$ cat src/rtl/usd_data_rd.sv
// usd_data_rd: SD card multi-block DAT read path (1-bit or 4-bit bus), packing received bits into OUT_WIDTH words.
// Optional per-line CRC16 checking is built when USD_RD_CRC_EN is defined.
module usd_data_rd #(
  parameter int unsigned BLOCK_BYTES    = 512,
  parameter int unsigned OUT_WIDTH      = 64,
  parameter int unsigned TIMEOUT_CYCLES = 65535
) (
  input  logic                 sdClk,
  input  logic                 sysRst,
  input  logic                 readCmd,
  input  logic                 wideBus,
  input  logic [15:0]          blockCount,
  input  logic [3:0]           sdDataIn,
  input  logic                 readFifoAlmostFull,
  output logic [OUT_WIDTH-1:0] readDataOut,
  output logic                 readFifoWe,
  output logic                 readDone,
  output logic [3:0]           dataStatus,
  output logic                 busy
);
  localparam int unsigned DW_RAW = $clog2(BLOCK_BYTES * 8);
  localparam int unsigned DW     = (DW_RAW < 4) ? 4 : DW_RAW;
  localparam int unsigned TW     = $clog2(TIMEOUT_CYCLES + 1);
  localparam int unsigned FW     = $clog2(OUT_WIDTH + 1);

  typedef enum logic [2:0] {IDLE, WAIT_START, DATA, CRC, END, HOLD, DONE} state_t;

  state_t               state_q, state_d;
  logic                 wide_q, wide_d;
  logic [15:0]          blk_q, blk_d;
  logic [TW-1:0]        tcnt_q, tcnt_d;
  logic [DW-1:0]        cnt_q, cnt_d;
  logic [FW-1:0]        fill_q, fill_d;
  logic [OUT_WIDTH-1:0] sr_q, sr_d;
  logic [OUT_WIDTH-1:0] dout_q, dout_d;
  logic                 we_q, we_d;
  logic                 done_q, done_d;
  logic [3:0]           status_q, status_d;
  logic                 busy_q, busy_d;

  logic [3:0]           used_c;
  logic                 start_c;
  logic [OUT_WIDTH-1:0] shift_c;
  logic [FW-1:0]        fill_sum_c;
  logic [DW-1:0]        data_last_c;
  logic                 crc_err_c;

  assign used_c      = wide_q ? 4'hF : 4'h1;
  assign start_c     = wide_q ? (sdDataIn == 4'h0) : ~sdDataIn[0];
  assign shift_c     = wide_q ? ((sr_q << 4) | OUT_WIDTH'(sdDataIn))
                              : ((sr_q << 1) | OUT_WIDTH'(sdDataIn[0]));
  assign fill_sum_c  = fill_q + (wide_q ? FW'(4) : FW'(1));
  assign data_last_c = wide_q ? DW'(BLOCK_BYTES * 2 - 1) : DW'(BLOCK_BYTES * 8 - 1);

`ifdef USD_RD_CRC_EN
  // One CRC16 (x^16+x^12+x^5+1) per DAT line; shifted out MSB-first against the received CRC.
  logic [15:0] crc_q [4];
  logic [15:0] crc_d [4];

  always_comb begin
    crc_err_c = 1'b0;
    for (int l = 0; l < 4; l++) begin
      crc_d[l] = crc_q[l];
      if (state_q == WAIT_START) begin
        crc_d[l] = 16'h0000;
      end else if (state_q == DATA) begin
        crc_d[l] = {crc_q[l][14:0], 1'b0} ^ ((sdDataIn[l] ^ crc_q[l][15]) ? 16'h1021 : 16'h0000);
      end else if (state_q == CRC) begin
        crc_d[l] = {crc_q[l][14:0], 1'b0};
        if (used_c[l] && (sdDataIn[l] != crc_q[l][15])) crc_err_c = 1'b1;
      end
    end
  end

  always_ff @(posedge sdClk or posedge sysRst) begin
    if (sysRst) begin
      for (int l = 0; l < 4; l++) crc_q[l] <= 16'h0000;
    end else begin
      for (int l = 0; l < 4; l++) crc_q[l] <= crc_d[l];
    end
  end
`else
  assign crc_err_c = 1'b0;
`endif

  always_comb begin
    state_d  = state_q;
    wide_d   = wide_q;
    blk_d    = blk_q;
    tcnt_d   = tcnt_q;
    cnt_d    = cnt_q;
    fill_d   = fill_q;
    sr_d     = sr_q;
    dout_d   = dout_q;
    we_d     = 1'b0;
    status_d = status_q;
    case (state_q)
      IDLE: begin
        if (readCmd) begin
          state_d  = WAIT_START;
          wide_d   = wideBus;
          blk_d    = (blockCount == 16'd0) ? 16'd1 : blockCount;
          tcnt_d   = '0;
          status_d = 4'h0;
        end
      end
      WAIT_START: begin
        if (start_c) begin
          state_d = DATA;
          cnt_d   = '0;
          fill_d  = '0;
        end else if (tcnt_q == TW'(TIMEOUT_CYCLES)) begin
          state_d     = DONE;
          status_d[2] = 1'b1;
        end else begin
          tcnt_d = tcnt_q + TW'(1);
        end
      end
      DATA: begin
        sr_d = shift_c;
        if (fill_sum_c == FW'(OUT_WIDTH)) begin
          dout_d = shift_c;
          we_d   = 1'b1;
          fill_d = '0;
        end else begin
          fill_d = fill_sum_c;
        end
        if (cnt_q == data_last_c) begin
          state_d = CRC;
          cnt_d   = '0;
        end else begin
          cnt_d = cnt_q + DW'(1);
        end
      end
      CRC: begin
        if (crc_err_c) status_d[0] = 1'b1;
        if (cnt_q == DW'(15)) state_d = END;
        else cnt_d = cnt_q + DW'(1);
      end
      END: begin
        if ((~sdDataIn & used_c) != 4'h0) status_d[1] = 1'b1;
        if (blk_q != 16'd0) blk_d = blk_q - 16'd1;
        if (blk_q <= 16'd1) begin
          state_d = DONE;
        end else if (readFifoAlmostFull) begin
          state_d     = HOLD;
          status_d[3] = 1'b1;
        end else begin
          state_d = WAIT_START;
          tcnt_d  = '0;
        end
      end
      HOLD: begin
        if (!readFifoAlmostFull) begin
          state_d = WAIT_START;
          tcnt_d  = '0;
        end
      end
      DONE:    state_d = IDLE;
      default: state_d = IDLE;
    endcase
    // DONE is always left after one cycle, so entering it is a single-cycle pulse.
    done_d = (state_d == DONE);
    busy_d = (state_d != IDLE);
  end

  always_ff @(posedge sdClk or posedge sysRst) begin
    if (sysRst) begin
      state_q  <= IDLE;
      wide_q   <= 1'b0;
      blk_q    <= 16'd0;
      tcnt_q   <= '0;
      cnt_q    <= '0;
      fill_q   <= '0;
      sr_q     <= '0;
      dout_q   <= '0;
      we_q     <= 1'b0;
      done_q   <= 1'b0;
      status_q <= 4'h0;
      busy_q   <= 1'b0;
    end else begin
      state_q  <= state_d;
      wide_q   <= wide_d;
      blk_q    <= blk_d;
      tcnt_q   <= tcnt_d;
      cnt_q    <= cnt_d;
      fill_q   <= fill_d;
      sr_q     <= sr_d;
      dout_q   <= dout_d;
      we_q     <= we_d;
      done_q   <= done_d;
      status_q <= status_d;
      busy_q   <= busy_d;
    end
  end

  assign readDataOut = dout_q;
  assign readFifoWe  = we_q;
  assign readDone    = done_q;
  assign dataStatus  = status_q;
  assign busy        = busy_q;

endmodule
$ cat config.mk
export PLATFORM = sky130hd
export DESIGN_NAME = usd_data_rd
export DESIGN_NICKNAME = d
export VERILOG_FILES = /design/src/rtl/usd_data_rd.sv
export SDC_FILE = /design/constraint.sdc
export NUM_CORES = 1
export LEC_CHECK = 0
export CORE_ASPECT_RATIO = 1.75
export CORE_MARGIN = 10
export CORE_UTILIZATION = 60
export DETAILED_ROUTE_END_ITERATION = 6
export DONT_BUFFER_PORTS = 1
export GPL_TIMING_DRIVEN = 0
export MAX_ROUTING_LAYER = met4
export PLACE_DENSITY = 0.81
export SETUP_SLACK_MARGIN = 0.4
export SLEW_MARGIN = 40
export SYNTH_ARGS = -nofsm -noshare
export SYNTH_HDL_FRONTEND = slang
export SYNTH_SLANG_ARGS = --single-unit
$ cat constraint.sdc
create_clock -name sdClk -period 6.2 [get_ports sdClk]
set_input_delay 0.62 -clock sdClk [delete_from_list [all_inputs] [get_ports sdClk]]
set_output_delay 0.62 -clock sdClk [all_outputs]
set_load 0.01 [all_outputs]
Word-level counts from Yosys, hierarchy flattened
Index checks and enable logic that the tools add are counted.
{"block": "classes", "magnitude_cmp": 1, "n_eq_ne": 20, "mul": 0, "div": 0, "shift": 0, "n_bitwise": 5, "n_addsub": 4, "muxes": 42, "reduce_logical": 20}
{"cell": "$mux W16", "count": 8}
{"cell": "$mux W64", "count": 1}
{"cell": "$or A64 B1 Y64", "count": 1}
{"cell": "$or A64 B4 Y64", "count": 1}
{"cell": "$pmux W16 S4", "count": 1}
{"cell": "$mux W12", "count": 4}
{"cell": "$pmux W12 S3", "count": 1}
{"cell": "$pmux W16 S2", "count": 1}
{"cell": "$mux W3", "count": 9}
{"cell": "$ne A2 B2 Y1 const B", "count": 10}
{"cell": "$pmux W3 S6", "count": 1}
{"cell": "$add A16 B1 Y16 const B", "count": 1}
{"cell": "$eq A16 B16 Y1 const B", "count": 1}
{"cell": "$le A16 B1 Y1 const B", "count": 1}
{"cell": "$logic_not A16 Y1", "count": 1}
{"cell": "$reduce_bool A16 Y1", "count": 1}
{"cell": "$sub A16 B1 Y16 const B", "count": 1}
{"cell": "$mux W7", "count": 2}
{"cell": "$pmux W7 S2", "count": 1}
{"cell": "$add A12 B1 Y12 const B", "count": 1}
{"cell": "$eq A12 B12 Y1", "count": 1}
{"cell": "$eq A12 B4 Y1 const B", "count": 1}
{"cell": "$eq A3 B3 Y1 const B", "count": 3}
{"cell": "$reduce_and A3 Y1", "count": 3}
{"cell": "18 further kinds", "count": 36}
{"block": "totals", "register_bits": 188, "elab_cells": 106, "ramBits": 0, "mem_count": 0, "latch_bits": 0, "output_inout_bits": 71, "input_bits": 25, "romBits": 0}

Depth between registers and ports, before layout
{"block": "depth", "word_depth": 5, "depth_mapped": 14, "depth_no_buf": 9}

Worst setup path after synthesis
OpenSTA, ideal clock, no wires.
{"block": "synth_timing", "path_type": "register to register", "from": "register wide_q", "to": "register dout_q[10], in the netlist readDataOut[10]", "period_less_slack_ps": 3712, "setup_ps": 125, "required_ps": 6075, "n_path_buf": 5, "t_arrival_ps": 3587, "stages_incl_launch_ff": 15, "path_slack_ps": 2488, "cell_sequence": "dfrtp_1 -> buf_1 -> clkbuf_1 -> inv_1 -> ha_1 -> ha_1 -> a211o_1 -> o22ai_1 -> a31oi_1 -> or4_1 -> buf_2 -> or3_1 -> buf_6 -> buf_6 -> mux2_4"}
{"block": "synth_via", "elab_chain_len": 4, "word_cells_on_any_way": 5, "cone_classes": "1 x add/sub; 1 x eq/ne; 2 x mux; 1 x reduce/logical"}
{"item": "start, declared", "line_no": "29", "text": "logic wide_q, wide_d;"}
{"item": "start signal, assigned", "line_no": "183", "text": "wide_q <= wide_d;"}
{"item": "$mux W3", "line_no": "52", "text": "assign fill_sum_c = fill_q + (wide_q ? FW'(4) : FW'(1));"}
{"item": "$add A7 B3 Y7", "line_no": "52"}
{"item": "$eq A7 B7 Y1", "line_no": "121", "text": "if (fill_sum_c == FW'(OUT_WIDTH)) begin"}
{"item": "$reduce_and A2 Y1 (no source line)"}
{"item": "end signal, assigned", "line_no": "189", "text": "dout_q <= dout_d;"}
{"item": "end, declared", "line_no": "35", "text": "logic [OUT_WIDTH-1:0] dout_q, dout_d;"}
Parallel ways exist; a longest one is shown, timed or not.
A chain may end at the register's enable or synchronous reset.

Final worst setup path
{"block": "layout_timing", "from": "register wide_q", "to": "register dout_q[9], in the netlist readDataOut[9]"}
Same word-level chain as after synthesis.

==> metrics.txt <==
r2r setup slk 1.75 ns; num ports 96; PortBufs 0; maximum root-to-sink buffer count 2; core box area 14900 um^2; FF+latch count, synth 188; clk_lat worst skew 0.43 ns; grt ovf 0; RSZ-0062 raised after global routing no; Placed Cells incl. Taps 1086; GR Layer Usage met1 22.2%; Least-Margin Pin Slew 0.818 ns; die footprint 20800 um^2; Die W 113 um; H-tree depth 4; Tmin final 4.45 ns; hold worst-path end dataStatus[3]$_DFFE_PP0P_; initial drt markers 505; Leak 4.79 nW; WL per Instance 19.6 um; Crit Path Category register to register; grt met2 use 38.0%; drt drc 0; Setup Total Neg Slack 0 ns; Top FF cell, synth dfrtp_1; average size of a mapped cell 10.1 um^2; VDD IR-drop max 0.292 mV; drt first pass iters 7; Worst path slowest cell clkbuf_1; crit path capture type register; max cap viols 0; clock tree from TritonCTS done; status finished, final reports clean; area leader, netlist dfrtp_1; vias in the first global route 6966; Root Buffer clkbuf_16; Cell Count, Final, Fillers Out 1120; RR Endpoint readDataOut[9]$_DFFE_PP0P_; DRT antenna net count 0; overall via count from detail_route 6902; count of final hold-check violations 0; Crit Path Max Fanout 10; power density over the cells 437 nW/um^2; GRT Max-Usage Layer met2; cell chain of the critical path buf_1, clkbuf_1, inv_1, ha_1, ha_1, a211o_1, o22ai_1, a31oi_1, or4_1, buf_2, or3_1, buf_6, buf_6, mux2_4; startpoint types register; first-pass GRT wire length 35.8 mm; post-synthesis sequential area ratio 51.5%; Starting Density 61.3%; GRT Overall Usage 21.6%; Final HPWL DP 15.7 mm; Power Total 0.00439 W; Post-Syn Nets 934; fin nets 956; Post-synth EDFFs 0; total CTS buffers 17; max_slew headroom 45.0%; count of cell types in the netlist 54; antenna violations before repair 1; GP Congestion 0.961; Critical Path RT 6.51 ns; Worst path max stage delay 0.58 ns; Cells after Synth 901; post-route design area 10100 um^2; hold path depth 1; Clock Skew 0.0118 ns; hold_sp readCmd; share of layout cells above drive strength 1 14.3%; top cell type's share of synthesized area 51.5%; CTS clk-pin slew, worst paths 0.07 ns; main area contributors after synthesis dfrtp_1, nand2_1, mux2_4, mux2_2, o21ai_0; vias per cell 6.16; fin. max-slew vios 0; area delta synth->final 10.0%; final WL 21.9 mm; PnR worst setup slack 1.75 ns; Row Count 59; fill cell count 1100; WP data arrival 4.76 ns; Finish-stage setup viols 0; Hold Crit Class input port to register; M3 GR Usage 6.08%; fmax 225 MHz; height of the die 183 um; reg2reg start wide_q$_DFFE_PP0P_; placed instance area 9440 um^2; R2R depth 14; Post-Syn Area 9140 um^2; Place WS 1.81 ns; asr flop ratio synth 100%; largest net degree at the start of global routing 82; Warnings, synthesis 0; fin crit share 71.7%; CTS sink count 188
metal layers:
| metal | wire [um] | up-vias |
|---|---|---|
| met1 | 8070 | 3426 |
| met5 | 0 | - |
| met3 | 1540 | 43 |
| met4 | 482 | 0 |
| li1 | - | 3222 |
| met2 | 11800 | 211 |
registers in the layout, summed over array words and instances, names as in the netlist, 3 cells and up:
signal / flops
readDataOut: 64
cnt_q: 12
dataStatus: 3
tcnt_q: 16
state_q: 3
sr_q: 63
fill_q: 7
blk_q: 16
worst max-delay path: cells and delay by family (launching register included):
family	cells	cell delay (ns)
adders and majority gates	2	0.47
and+or+nand+nor	2	0.82
AOI/OAI and AO/OA	3	0.53
DFF	1	0.47
muxes	1	0.31
buffers and inverters	6	1.72
metrics by stage:
stage          util, %  hold slack (ns)
5_1_grt           67.4            0.281
2_1_floorplan        -            0.442
3_5_place_dp      63.3            0.453
3_3_place_gp      62.8            0.456
6_report          67.4            0.276
4_1_cts           67.4            0.267
cell usage in the layout (no fill, tap or decap), types with 5 or more instances in the layout:
cell type	instances
dfrtp_1	188
nand2_1	182
o21ai_0	71
nor2_1	57
mux2_2	49
clkbuf_1	39
mux2_4	37
a21oi_1	34
o31ai_1	27
nand3_1	25
mux2i_1	22
clkbuf_16	17
nand4_1	15
inv_1	13
nor3_1	13
xor2_1	12
nor4_1	12
a31oi_1	10
and3_1	9
xnor2_1	8
ha_1	8
buf_1	6
or4_1	5
or3_1	5
buf_6	5
inv_8	5
logic make-up (layout without fill, tap and decap cells):
logic type	after synthesis	in the layout	synth area share, %
simple gates	339	339	16.5
other cells	1	2	0.0410
mux	108	108	14.5
buf+inv	66	101	3.19
fa+ha+maj	8	8	1.10
compound gates	171	171	11.3
flops	188	188	51.5
xor+xnor	20	20	1.92
how the worst max path moves through the flow:
stage | startpoint | to | slack [ns] | cells past startpoint
2_1_floorplan | sysRst | blk_q[0]$_DFFE_PP0P_ | 0.47 | 1
3_3_place_gp | sysRst | sr_q[14]$_DFFE_PP0P_ | -1.50 | 1
3_5_place_dp | wide_q$_DFFE_PP0P_ | readDataOut[27]$_DFFE_PP0P_ | 1.81 | 14
4_1_cts | wide_q$_DFFE_PP0P_ | readDataOut[9]$_DFFE_PP0P_ | 1.76 | 14
5_1_grt | wide_q$_DFFE_PP0P_ | readDataOut[27]$_DFFE_PP0P_ | 1.55 | 14
6_report | wide_q$_DFFE_PP0P_ | readDataOut[9]$_DFFE_PP0P_ | 1.75 | 14
power breakdown:
group	switching [W]	internal, W
clock	0.000507	0.000612
combinational	0.000887	0.000558
sequential	0.000312	0.00151
total	0.00171	0.00268
cell usage after synthesis (2+ instances only):
library cell	number
o22ai_1	3
dfrtp_1	188
o22a_1	4
mux2_2	49
buf_1	6
a31o_2	2
o32ai_1	3
nor2_1	57
or3_1	5
inv_1	14
and4_1	4
o21a_1	2
a21oi_1	34
or4_1	5
nor4_1	13
and3_1	9
o21ai_0	71
buf_2	2
nand2_1	182
a22o_1	3
o31a_1	2
clkbuf_1	38
mux2i_1	22
ha_1	8
buf_6	5
nor2b_1	2
nand2b_1	2
xor2_1	12
a31oi_1	10
nor3_1	13
mux2_4	37
nand3_1	25
xnor2_1	8
o31ai_1	27
nand4_1	15
cell type report:
type	instances	area, um^2	share of cell area, %
plain buffers	52	239	2.38
flip-flops and latches	188	4700	46.8
multi-input cells	647	4150	41.3
clock inverters	14	176	1.75
repair buffers	3	65.1	0.647
well taps	183	229	2.28
inverters	14	60.1	0.597
diodes	1	2.50	0.0249
clock buffers	18	429	4.27
repair_timing:
action	in CTS	in global routing
hold buffers	1	0
setup buffers	0	0
resized for setup	0	0
endpoints found under the setup margin	0	0
endpoints found under the hold margin	3	0
(Power assumes the default switching activity.)
